--- config.mk ---
export PLATFORM = sky130hd
export DESIGN_NAME = modulo_matriz_reg_param
export DESIGN_NICKNAME = d
export VERILOG_FILES = /design/src/rtl/modulo_matriz_reg_param.sv
export SDC_FILE = /design/constraint.sdc
export NUM_CORES = 1
export LEC_CHECK = 0
export ABC_AREA = 1
export ABC_CLOCK_PERIOD_IN_PS = 1900
export CAP_MARGIN = 20
export CORE_ASPECT_RATIO = 0.75
export CORE_MARGIN = 2
export CORE_UTILIZATION = 50
export DETAILED_ROUTE_END_ITERATION = 8
export DONT_BUFFER_PORTS = 1
export GPL_TIMING_DRIVEN = 0
export SYNTH_ARGS = -nofsm -noshare
export SYNTH_HDL_FRONTEND = slang
export SYNTH_SLANG_ARGS = --single-unit
--- constraint.sdc ---
create_clock -name clk -period 1.9 [get_ports clk]
set_clock_uncertainty 0.05 [all_clocks]
set_input_delay 0.19 -clock clk [delete_from_list [all_inputs] [get_ports clk]]
set_output_delay 0.19 -clock clk [all_outputs]
set_load 0.02 [all_outputs]
--- src/rtl/modulo_matriz_reg_param.sv ---
// Frame register for the LED dot-matrix: full/per-pixel writes, column scrolling,
// and a free-running row-multiplex scanner that drives one row at a time.
module modulo_matriz_reg_param #(
    parameter int unsigned COLS     = 5,
    parameter int unsigned ROWS     = 7,
    parameter int unsigned SCAN_DIV = 1000,
    localparam int unsigned W       = COLS * ROWS,
    localparam int unsigned RW      = (ROWS > 1) ? $clog2(ROWS) : 1
) (
    input  logic            clk,
    input  logic            clr,
    input  logic [W-1:0]    m_in,
    input  logic            load,
    input  logic [W-1:0]    bit_we,
    input  logic            shift_en,
    input  logic            shift_dir,
    input  logic            wrap,
    output logic [W-1:0]    m_out,
    output logic [RW-1:0]   row_idx,
    output logic [ROWS-1:0] row_sel,
    output logic [COLS-1:0] col_data
);

    localparam int unsigned PW = (SCAN_DIV > 1) ? $clog2(SCAN_DIV) : 1;
    localparam logic [PW-1:0] PRESC_MAX = PW'(SCAN_DIV - 1);
    localparam logic [RW-1:0] ROW_MAX   = RW'(ROWS - 1);

    logic [W-1:0]    frame_q, frame_d;
    logic [PW-1:0]   presc_q, presc_d;
    logic [RW-1:0]   row_q, row_d;
    logic [COLS-1:0] row_cur, row_nxt;

    // Each row is a COLS-wide slice, leftmost pixel in its MSB.
    always_comb begin
        frame_d = frame_q;
        row_cur = '0;
        row_nxt = '0;
        if (load) begin
            frame_d = m_in;
        end else if (|bit_we) begin
            frame_d = (frame_q & ~bit_we) | (m_in & bit_we);
        end else if (shift_en) begin
            for (int r = 0; r < int'(ROWS); r++) begin
                row_cur = frame_q[W-1-r*COLS -: COLS];
                if (!shift_dir) begin
                    row_nxt = {row_cur[COLS-2:0], wrap & row_cur[COLS-1]};
                end else begin
                    row_nxt = {wrap & row_cur[0], row_cur[COLS-1:1]};
                end
                frame_d[W-1-r*COLS -: COLS] = row_nxt;
            end
        end
    end

    always_comb begin
        presc_d = presc_q + 1'b1;
        row_d   = row_q;
        if (presc_q == PRESC_MAX) begin
            presc_d = '0;
            row_d   = (row_q == ROW_MAX) ? '0 : row_q + 1'b1;
        end
    end

    always_ff @(posedge clk or posedge clr) begin
        if (clr) begin
            frame_q <= '0;
            presc_q <= '0;
            row_q   <= '0;
        end else begin
            frame_q <= frame_d;
            presc_q <= presc_d;
            row_q   <= row_d;
        end
    end

    // Decoded straight from the live frame, so writes to the scanned row show immediately.
    always_comb begin
        row_sel  = '0;
        col_data = '0;
        for (int r = 0; r < int'(ROWS); r++) begin
            if (row_q == RW'(r)) begin
                row_sel[r] = 1'b1;
                col_data   = frame_q[W-1-r*COLS -: COLS];
            end
        end
    end

    assign m_out   = frame_q;
    assign row_idx = row_q;

endmodule

==> flow_metrics.env, run 1 <==
export IMPL_status="complete, but fails checks"
export IMPL_violations="setup timing"
export IMPL_viasPerCell=6.03
export IMPL_slew_headroom_pct=54.5
export IMPL_clockBufferDepth=2
export IMPL_ios=126
export IMPL_post_place_cells=736
export IMPL_worst_hold_slack_ns=0.00244
export IMPL_antennaDiodeCount=0
export IMPL_synth_seq_cells=48
export IMPL_nets=731
export IMPL_totalWireLength_mm=14.4
export IMPL_gr_total_overflow=0
export IMPL_regToRegSetupSlack_ns=0.33
export IMPL_cp_max_fo=7
export IMPL_syn_area_sq_um=3890
export IMPL_hold_violations=0
export IMPL_grt_max_degree=28
export IMPL_syn2layout_area_growth_pct=11.5
export IMPL_final_common_cell="nand2_1"
export IMPL_hold_path_class="input pin to register"
export IMPL_grt_first_pass_wirelength_mm=22.2
export IMPL_die_y_microns=80.4
export IMPL_startpoint_type="register"
export IMPL_final_cell_mix="nand2_1, nand4_1, o21ai_0"
export IMPL_max_cap_violations=0
export IMPL_root_buffer="clkbuf_8"
export IMPL_worst_pin_slew_ns=0.683
export IMPL_dieArea_sq_um=8510
export IMPL_numCtsBuffers=5
export IMPL_worstPathRequired_ns=1.66
export IMPL_clock_sinks=48
export IMPL_grt_pass1_vias=4165
export IMPL_antenna_found_initial=0
export IMPL_firstDrtPassIters=5
export IMPL_final_area_sq_um=4340
export IMPL_seq_area_frac_synth_pct=30.9
export IMPL_postLayoutSetupSlackWorst_ns=-0.470
export IMPL_synth_nets=712
export IMPL_ys_warn_count=0
export IMPL_critPathCaptureType="output port"
export IMPL_place_area_sq_um=4050
export IMPL_synth_avg_cell_area_sq_um=6.13
export IMPL_finalMaxSlewViolations=0
export IMPL_rsz0062_at_grt="yes"
export IMPL_fin_crit_ns=2.37
export IMPL_core_area_sq_um=7430
export IMPL_clk_latency_ns=0.31
export IMPL_globalRouteTotalUtil_pct=34.0
export IMPL_syn_inst=634
export IMPL_period_share_pct=125
export IMPL_final_antenna_net_count=0
export IMPL_vias=4550
export IMPL_initial_utilization_pct=52.3
export IMPL_port_buffers=0
export IMPL_max_freq_mhz=422
export IMPL_drt_iter0_drc=428
export IMPL_powerDensity_nw_per_um2=585
export IMPL_rows=27
export IMPL_peakVddDrop_mv=0.337
export IMPL_final_cells=755
export IMPL_gp_congestion=0.938
export IMPL_power_leakage_nw=2.18
export IMPL_place_hpwl_mm=11.1
export IMPL_crit_type="register to output port"
export IMPL_ys_types=25
export IMPL_setup_violations_final=5
export IMPL_drcViolationCount=0
export IMPL_wl_per_cell_microns=19.1
export IMPL_worstPathArrival_ns=2.13
export IMPL_drive_above_1_share_pct=9.94
export IMPL_fillCellCount=746
export IMPL_clk_pin_slew_ns=0.10
export IMPL_tritoncts="yes"
export IMPL_htreeDepth=2
export IMPL_die_w_microns=106
layer usage:
layer / track usage [%] / part of all wire (%)
met4: 8.95 / 1.9
met5: 0 / 0
met1: 47.2 / 42
met2: 49.9 / 42
met3: 12.2 / 14
path summary, 6_finish.rpt:
| check | from | to | cells after the start |
|---|---|---|---|
| setup / recovery | row_idx[0] | col_data[1] | 10 |
| hold / removal | m_in[6] | register | 2 |
| setup reg to reg | row_idx[0] | row_idx[1] | 4 |
| hold reg to reg | presc_q[0] | presc_q[0] | 1 |
| max in group asynchronous | clr | row_idx[0] | 3 |
| min in group asynchronous | clr | asynchronous set/reset pin | 2 |
worst max-delay path, stage by stage, from the launching register on:
cell and delay, ns:
dfrtp_2 0.47, buf_6 0.15, nor3_4 0.47, inv_2 0.16, nand3_1 0.14, nand2_1 0.08
nand2_1 0.06, nand2_1 0.05, nand2_1 0.06, nand2_1 0.06, nand2_2 0.12
kinds of logic after synthesis:
logic type / after synthesis / synth area share (%)
compound gates: 92 / 12.2
xor+xnor: 1 / 0.225
fa+ha+maj: 2 / 0.643
buf+inv: 111 / 11.5
flops: 48 / 30.9
simple gates: 380 / 44.6
per-stage QoR:
step	total power, mW	setup TNS [ns]	util, %	worst slack (ns)
floorplan	1.58	0	-	0.00180
global placement	1.71	-6.38	54.2	-0.301
detailed placement	1.73	-2.48	54.5	-0.308
CTS	2.53	-2.00	57.3	-0.407
global route	2.64	-2.97	58.4	-0.608
finish	2.54	-2.24	58.4	-0.470
power by group:
part | total (mW) | switching (mW) | internal [mW]
clock | 0.799 | 0.401 | 0.398
combinational | 0.458 | 0.308 | 0.149
sequential | 1.28 | 0.196 | 1.09
final cells by class:
| class | instances | area (sq um) | share of cell area, % |
|---|---|---|---|
| tap | 101 | 126 | 2.91 |
| clock buffer | 5 | 68.8 | 1.59 |
| multi-input combinational | 475 | 2300 | 53.1 |
| inverter | 73 | 277 | 6.38 |
| clock inverter | 3 | 47.5 | 1.10 |
| sequential | 48 | 1200 | 27.8 |
| buffer | 38 | 188 | 4.33 |
| timing repair buffer | 12 | 120 | 2.77 |
cell usage after synthesis (all sizes together):
cell / instances / area share, %
xor2: 1 / 0.23
o31ai: 1 / 0.19
a31oi: 2 / 0.32
nand3: 61 / 8.2
ha: 2 / 0.64
inv: 73 / 7.0
buf: 21 / 2.8
a211oi: 1 / 0.19
o22ai: 5 / 0.80
clkbuf: 17 / 1.6
nand4: 68 / 11
o21ai: 64 / 8.2
nor2: 42 / 4.3
nor3: 7 / 1.2
nor4: 1 / 0.55
dfrtp: 48 / 31
a21oi: 19 / 2.4
nand2: 201 / 19
timing repair:
item	4_1_cts	5_1_grt
gates resized for setup	17	8
setup buffers	1	6
hold buffers	4	0
pin swaps	3	7
cloned	0	0
endpoints found under the setup margin	7	8
endpoints found under the hold margin	28	0
Power figures use the tool's default switching activity.
==> inputs of run 2 (changes only) <==
--- a/config.mk
+++ b/config.mk
@@ -17,3 +17,4 @@
 export SYNTH_ARGS = -nofsm -noshare
 export SYNTH_HDL_FRONTEND = slang
 export SYNTH_SLANG_ARGS = --single-unit
+export TNS_END_PERCENT = 5
==> run 2 against run 1 <==
Final area down 0.89%. Combinational power about the same. The flow still finishes with violations (setup timing). Clock-buffer cell count unchanged.
==> flow_metrics.env, run 2 (synthesis gave the netlist of run 1 again) <==
export IMPL_cp_max_fo=7
export IMPL_htreeDepth=2
export IMPL_cpMaxStageDelayCell="dfrtp_2"
export IMPL_numCtsBuffers=5
export IMPL_hold_path_class="input pin to register"
export IMPL_final_cell_mix="nand2_1, nand4_1, o21ai_0"
export IMPL_crit_family="simple AND/OR/NAND/NOR gates"
export IMPL_clk_pin_slew_ns=0.10
export IMPL_drt_iter0_drc=411
export IMPL_slew_headroom_pct=54.0
export IMPL_slowest_delay_ns=0.48
export IMPL_startpoint_type="register"
export IMPL_globalRouteTotalUtil_pct=34.0
export IMPL_antennaDiodeCount=0
export IMPL_totalWireLength_mm=14.4
export IMPL_post_place_ws_ns=-0.308
export IMPL_tritoncts="yes"
export IMPL_core_area_sq_um=7430
export IMPL_grt_max_degree=28
export IMPL_max_cap_violations=0
export IMPL_power_total_mw=2.53
export IMPL_fin_crit_ns=2.38
export IMPL_gr_total_overflow=0
export IMPL_worstPathRequired_ns=1.66
export IMPL_period_share_pct=125
export IMPL_rows=27
export IMPL_cpMostUsedCell="nand2_1"
export IMPL_rsz0062_at_grt="yes"
export IMPL_antenna_found_initial=0
export IMPL_gp_congestion=0.938
export IMPL_regToRegSetupSlack_ns=0.18
export IMPL_initial_utilization_pct=52.3
export IMPL_wl_per_cell_microns=19.1
export IMPL_grt_pass1_vias=4163
export IMPL_clk_latency_ns=0.31
export IMPL_powerDensity_nw_per_um2=588
export IMPL_worstPathArrival_ns=2.14
export IMPL_worst_r2r_startpoint="presc_q[4]"
export IMPL_clockBufferDepth=2
export IMPL_root_buffer="clkbuf_8"
export IMPL_setup_violations_final=5
export IMPL_vias=4564
export IMPL_port_buffers=0
export IMPL_worst_pin_slew_ns=0.689
export IMPL_final_common_cell="nand2_1"
export IMPL_firstDrtPassIters=5
export IMPL_drcViolationCount=0
export IMPL_violations="setup timing"
export IMPL_die_w_microns=106
export IMPL_max_freq_mhz=419
export IMPL_finalMaxSlewViolations=0
export IMPL_nets=727
export IMPL_ios=126
export IMPL_hold_path_startpoint="shift_en"
export IMPL_final_cells=751
export IMPL_peakVddDrop_mv=0.335
export IMPL_grt_first_pass_wirelength_mm=22.2
export IMPL_postLayoutSetupSlackWorst_ns=-0.484
export IMPL_critical_path_buf_inv_count=2
export IMPL_power_leakage_nw=2.16
export IMPL_critPathCaptureType="output port"
export IMPL_viasPerCell=6.08
export IMPL_drive_above_1_share_pct=9.08
export IMPL_clock_sinks=48
export IMPL_critPathLaunch="row_idx[0]"
export IMPL_syn2layout_area_growth_pct=10.5
export IMPL_dieArea_sq_um=8510
export IMPL_die_y_microns=80.4
export IMPL_place_hpwl_mm=11.1
export IMPL_post_place_cells=736
export IMPL_hold_violations=0
export IMPL_path_cells="buf_6 -> nor3_4 -> inv_2 -> nand3_1 -> nand2_1 -> nand2_1 -> nand2_1 -> nand2_1 -> nand2_1 -> nand2_2"
export IMPL_fillCellCount=746
export IMPL_final_antenna_net_count=0
export IMPL_crit_type="register to output port"
export IMPL_status="complete, but fails checks"
-- run 2: cell types whose count changed in the layout (fill, tap and decap cells not counted), sizes merged --
cell  before  now
buf       29   25
-- run 2: report_power, final --
group          internal, mW  total (mW)  leakage (nW)  switching (mW)
Clock                 0.398       0.793        0.0583           0.395
Combinational         0.148       0.455          1.50           0.307
Sequential             1.08        1.28         0.597           0.196
Total                  1.63        2.53          2.16           0.898
-- run 2: path summary, 6_finish.rpt --
path                                               to  depth (start not counted)
min                                          register                          2
min in group asynchronous  asynchronous set/reset pin                          2
min reg2reg                                presc_q[0]                          1
max                                       col_data[1]                         10
max in group asynchronous                  row_idx[0]                          3
max reg2reg                                row_idx[2]                          5
-- run 2: layout make-up --
type	instances	area, sq um	share of cell area, %
multi-input combinational	475	2300	53.4
sequential	48	1200	28.0
inverter	73	277	6.43
buffer	38	188	4.37
tap	101	126	2.94
timing repair buffer	8	90.1	2.10
clock buffer	5	68.8	1.60
clock inverter	3	47.5	1.11
-- run 2: repair_timing --
action | CTS | global route
pin swaps | 3 | 6
gates resized for setup | 17 | 6
setup buffers | 1 | 2
hold endpoints to repair | 28 | 0
setup endpoints to repair | 7 | 8
hold buffers | 4 | 0
-- run 2: layer usage --
metal / up-vias / share of wire, % / global-route usage, % / wire (microns)
met5: - / 0 / 0 / 0
met4: 0 / 1.8 / 8.95 / 257
met3: 22 / 13 / 12.2 / 1930
met2: 286 / 42 / 49.9 / 6010
met1: 2105 / 43 / 47.2 / 6170
li1: 2151 / - / - / -
-- run 2: stage by stage --
stage	hold slack, ns	util, %	cell area, sq um	setup TNS (ns)
2_1_floorplan	0.294	-	3900	0
3_3_place_gp	0.298	54.2	4030	-6.38
3_5_place_dp	0.143	54.5	4050	-2.48
4_1_cts	0.00370	57.3	4260	-2.00
5_1_grt	0.0156	57.8	4300	-2.95
6_report	0.00498	57.8	4300	-2.33
-- run 2: worst reg2reg max path, stage by stage (launching register included) --
cell and delay [ns]:
dfrtp_1 0.44, inv_1 0.10, nand3_1 0.12, nor4_4 0.57, inv_2 0.16, o31ai_2 0.20
==> inputs of run 3 (changes only) <==
==> constraint.sdc (replaced) <==
create_clock -name clk -period 1.9 [get_ports clk]
set_clock_uncertainty 0.05 [all_clocks]
set_input_delay 0.285 -clock clk [delete_from_list [all_inputs] [get_ports clk]]
set_output_delay 0.285 -clock clk [all_outputs]
set_load 0.02 [all_outputs]
==> run 3 against run 2 <==
The run still ends with setup timing left. Sequential power hardly changed. First-iteration DRC count is 4.4% higher. Final area shrank 0.49%. Clock power up 2%. Largest cell class unchanged.
==> flow_metrics.env, run 3 (synthesis gave the netlist of run 1 again) <==
export IMPL_slowest_delay_ns=0.52
export IMPL_cpMostUsedCell="nand2_1"
export IMPL_antenna_found_initial=0
export IMPL_wl_per_cell_microns=19.4
export IMPL_slew_headroom_pct=56.1
export IMPL_viasPerCell=6.10
export IMPL_postLayoutSetupSlackWorst_ns=-0.575
export IMPL_power_frac_seq_pct=50.5
export IMPL_crit_family="simple AND/OR/NAND/NOR gates"
export IMPL_setup_violations_final=6
export IMPL_gr_total_overflow=0
export IMPL_port_buffers=0
export IMPL_syn2layout_area_growth_pct=9.97
export IMPL_crit_type="register to output port"
export IMPL_ios=126
export IMPL_path_cells="inv_4 -> nor3_4 -> inv_2 -> nand3_1 -> nand2_1 -> nand2_1 -> nand2_1 -> nand2_1 -> nand2_1 -> nand2_2"
export IMPL_p_sw_share_pct=36.0
export IMPL_globalRouteTotalUtil_pct=34.2
export IMPL_clock_sinks=48
export IMPL_setup_tns_ns=-2.72
export IMPL_drive_above_1_share_pct=9.58
export IMPL_power_leakage_nw=2.14
export IMPL_clk_pin_slew_ns=0.11
export IMPL_final_antenna_net_count=0
export IMPL_grt_first_pass_wirelength_mm=22.2
export IMPL_cpMaxStageDelayCell="dfrtp_2"
export IMPL_finalMaxSlewViolations=0
export IMPL_place_hpwl_mm=11.2
export IMPL_root_buffer="clkbuf_8"
export IMPL_final_cell_mix="nand2_1, nand4_1, o21ai_0"
export IMPL_initial_utilization_pct=52.3
export IMPL_core_area_sq_um=7430
export IMPL_htreeDepth=2
export IMPL_grt_max_degree=26
export IMPL_violations="setup timing"
export IMPL_p_sw_mw=0.914
export IMPL_worstPathRequired_ns=1.56
export IMPL_final_common_cell="nand2_1"
export IMPL_worstPathArrival_ns=2.14
export IMPL_clockBufferDepth=2
export IMPL_wl_met3_mm=1.83
export IMPL_wl_met1_mm=6.25
export IMPL_vias=4564
export IMPL_grt_pass1_vias=4135
export IMPL_status="complete, but fails checks"
export IMPL_dieArea_sq_um=8510
export IMPL_critPathCaptureType="output port"
export IMPL_totalWireLength_mm=14.5
export IMPL_nets=724
export IMPL_hold_path_class="input pin to register"
export IMPL_met2_length_mm=6.15
export IMPL_critical_path_buf_inv_count=2
export IMPL_powerDensity_nw_per_um2=594
export IMPL_p_int_mw=1.63
export IMPL_startpoint_type="register"
export IMPL_numCtsBuffers=5
export IMPL_firstDrtPassIters=6
export IMPL_period_share_pct=130
export IMPL_die_w_microns=106
export IMPL_max_cap_violations=0
export IMPL_max_freq_mhz=404
export IMPL_rsz0062_at_grt="yes"
export IMPL_pwr_share_clk_pct=31.8
export IMPL_rows=27
export IMPL_fillCellCount=770
export IMPL_fin_crit_ns=2.48
export IMPL_cp_max_fo=7
export IMPL_final_util_pct=57.5
export IMPL_gp_congestion=0.946
export IMPL_clk_latency_ns=0.32
export IMPL_regToRegSetupSlack_ns=0.16
export IMPL_combPwrFrac_pct=17.7
export IMPL_die_y_microns=80.4
export IMPL_dr_max_layer_used="met4"
export IMPL_antennaDiodeCount=0
export IMPL_worst_pin_slew_ns=0.654
export IMPL_drt_iter0_drc=429
export IMPL_peakVddDrop_mv=0.302
export IMPL_drcViolationCount=0
export IMPL_hold_violations=0
export IMPL_tritoncts="yes"
[run 3: cell types whose count changed in the layout (fill, tap and decap cells not counted), sizes merged]
cell         previous run  this run
dlygate4sd3             4         1
[run 3: final timing paths]
path                       startpoint                          to  cells past startpoint
min reg2reg                presc_q[0]                  presc_q[0]                      1
max                        row_idx[1]                 col_data[1]                     10
min                         bit_we[9]                    register                      2
max reg2reg                row_idx[1]                  row_idx[1]                      5
max in group asynchronous         clr                  row_idx[0]                      3
min in group asynchronous         clr  asynchronous set/reset pin                      2
[run 3: area by class of cell]
class                      instances  area, sq um  area share (%)
buffer                            38          189            4.42
clock inverter                     3         47.5            1.11
sequential                        48         1200            28.2
multi-input combinational        475         2300            53.9
timing repair buffer               5         56.3            1.32
tap                              101          126            2.95
clock buffer                       5         68.8            1.61
inverter                          73          279            6.52
[run 3: power by group through the flow]
| stage | combinational (mW) | clock [mW] | sequential, mW |
|---|---|---|---|
| global route | 0.508 | 0.849 | 1.29 |
| detailed placement | 0.431 | 0 | 1.30 |
| finish | 0.449 | 0.808 | 1.28 |
| floorplan | 0.327 | 0 | 1.25 |
| CTS | 0.439 | 0.810 | 1.28 |
| global placement | 0.414 | 0 | 1.30 |
[run 3: what timing repair did]
action	in CTS	in global routing
endpoints found under the setup margin	7	12
buffers inserted	2	1
resized for setup	15	10
hold buffers	1	0
pin swaps	3	9
cloned	0	0
hold endpoints to repair	24	0
[run 3: per-layer routing]
metal  global-route usage (%)  vias up
met1                     49.5     2107
met4                     8.42        0
met2                     51.7      280
met3                     7.79       31
met5                        0        -
li1                         -     2146
[run 3: per-stage QoR]
| step | instance area, sq um | total power, mW | cells | hold WS [ns] | setup WS (ns) |
|---|---|---|---|---|---|
| after floorplan | 3910 | 1.58 | 634 | 0.383 | -0.0282 |
| after global placement | 4030 | 1.71 | 735 | 0.395 | -0.316 |
| after detailed placement | 4050 | 1.73 | 736 | 0.211 | -0.311 |
| after CTS | 4240 | 2.53 | 747 | 0.0676 | -0.529 |
| after global routing | 4280 | 2.65 | 748 | 0.0757 | -0.669 |
| final | 4280 | 2.54 | 748 | 0.0683 | -0.575 |
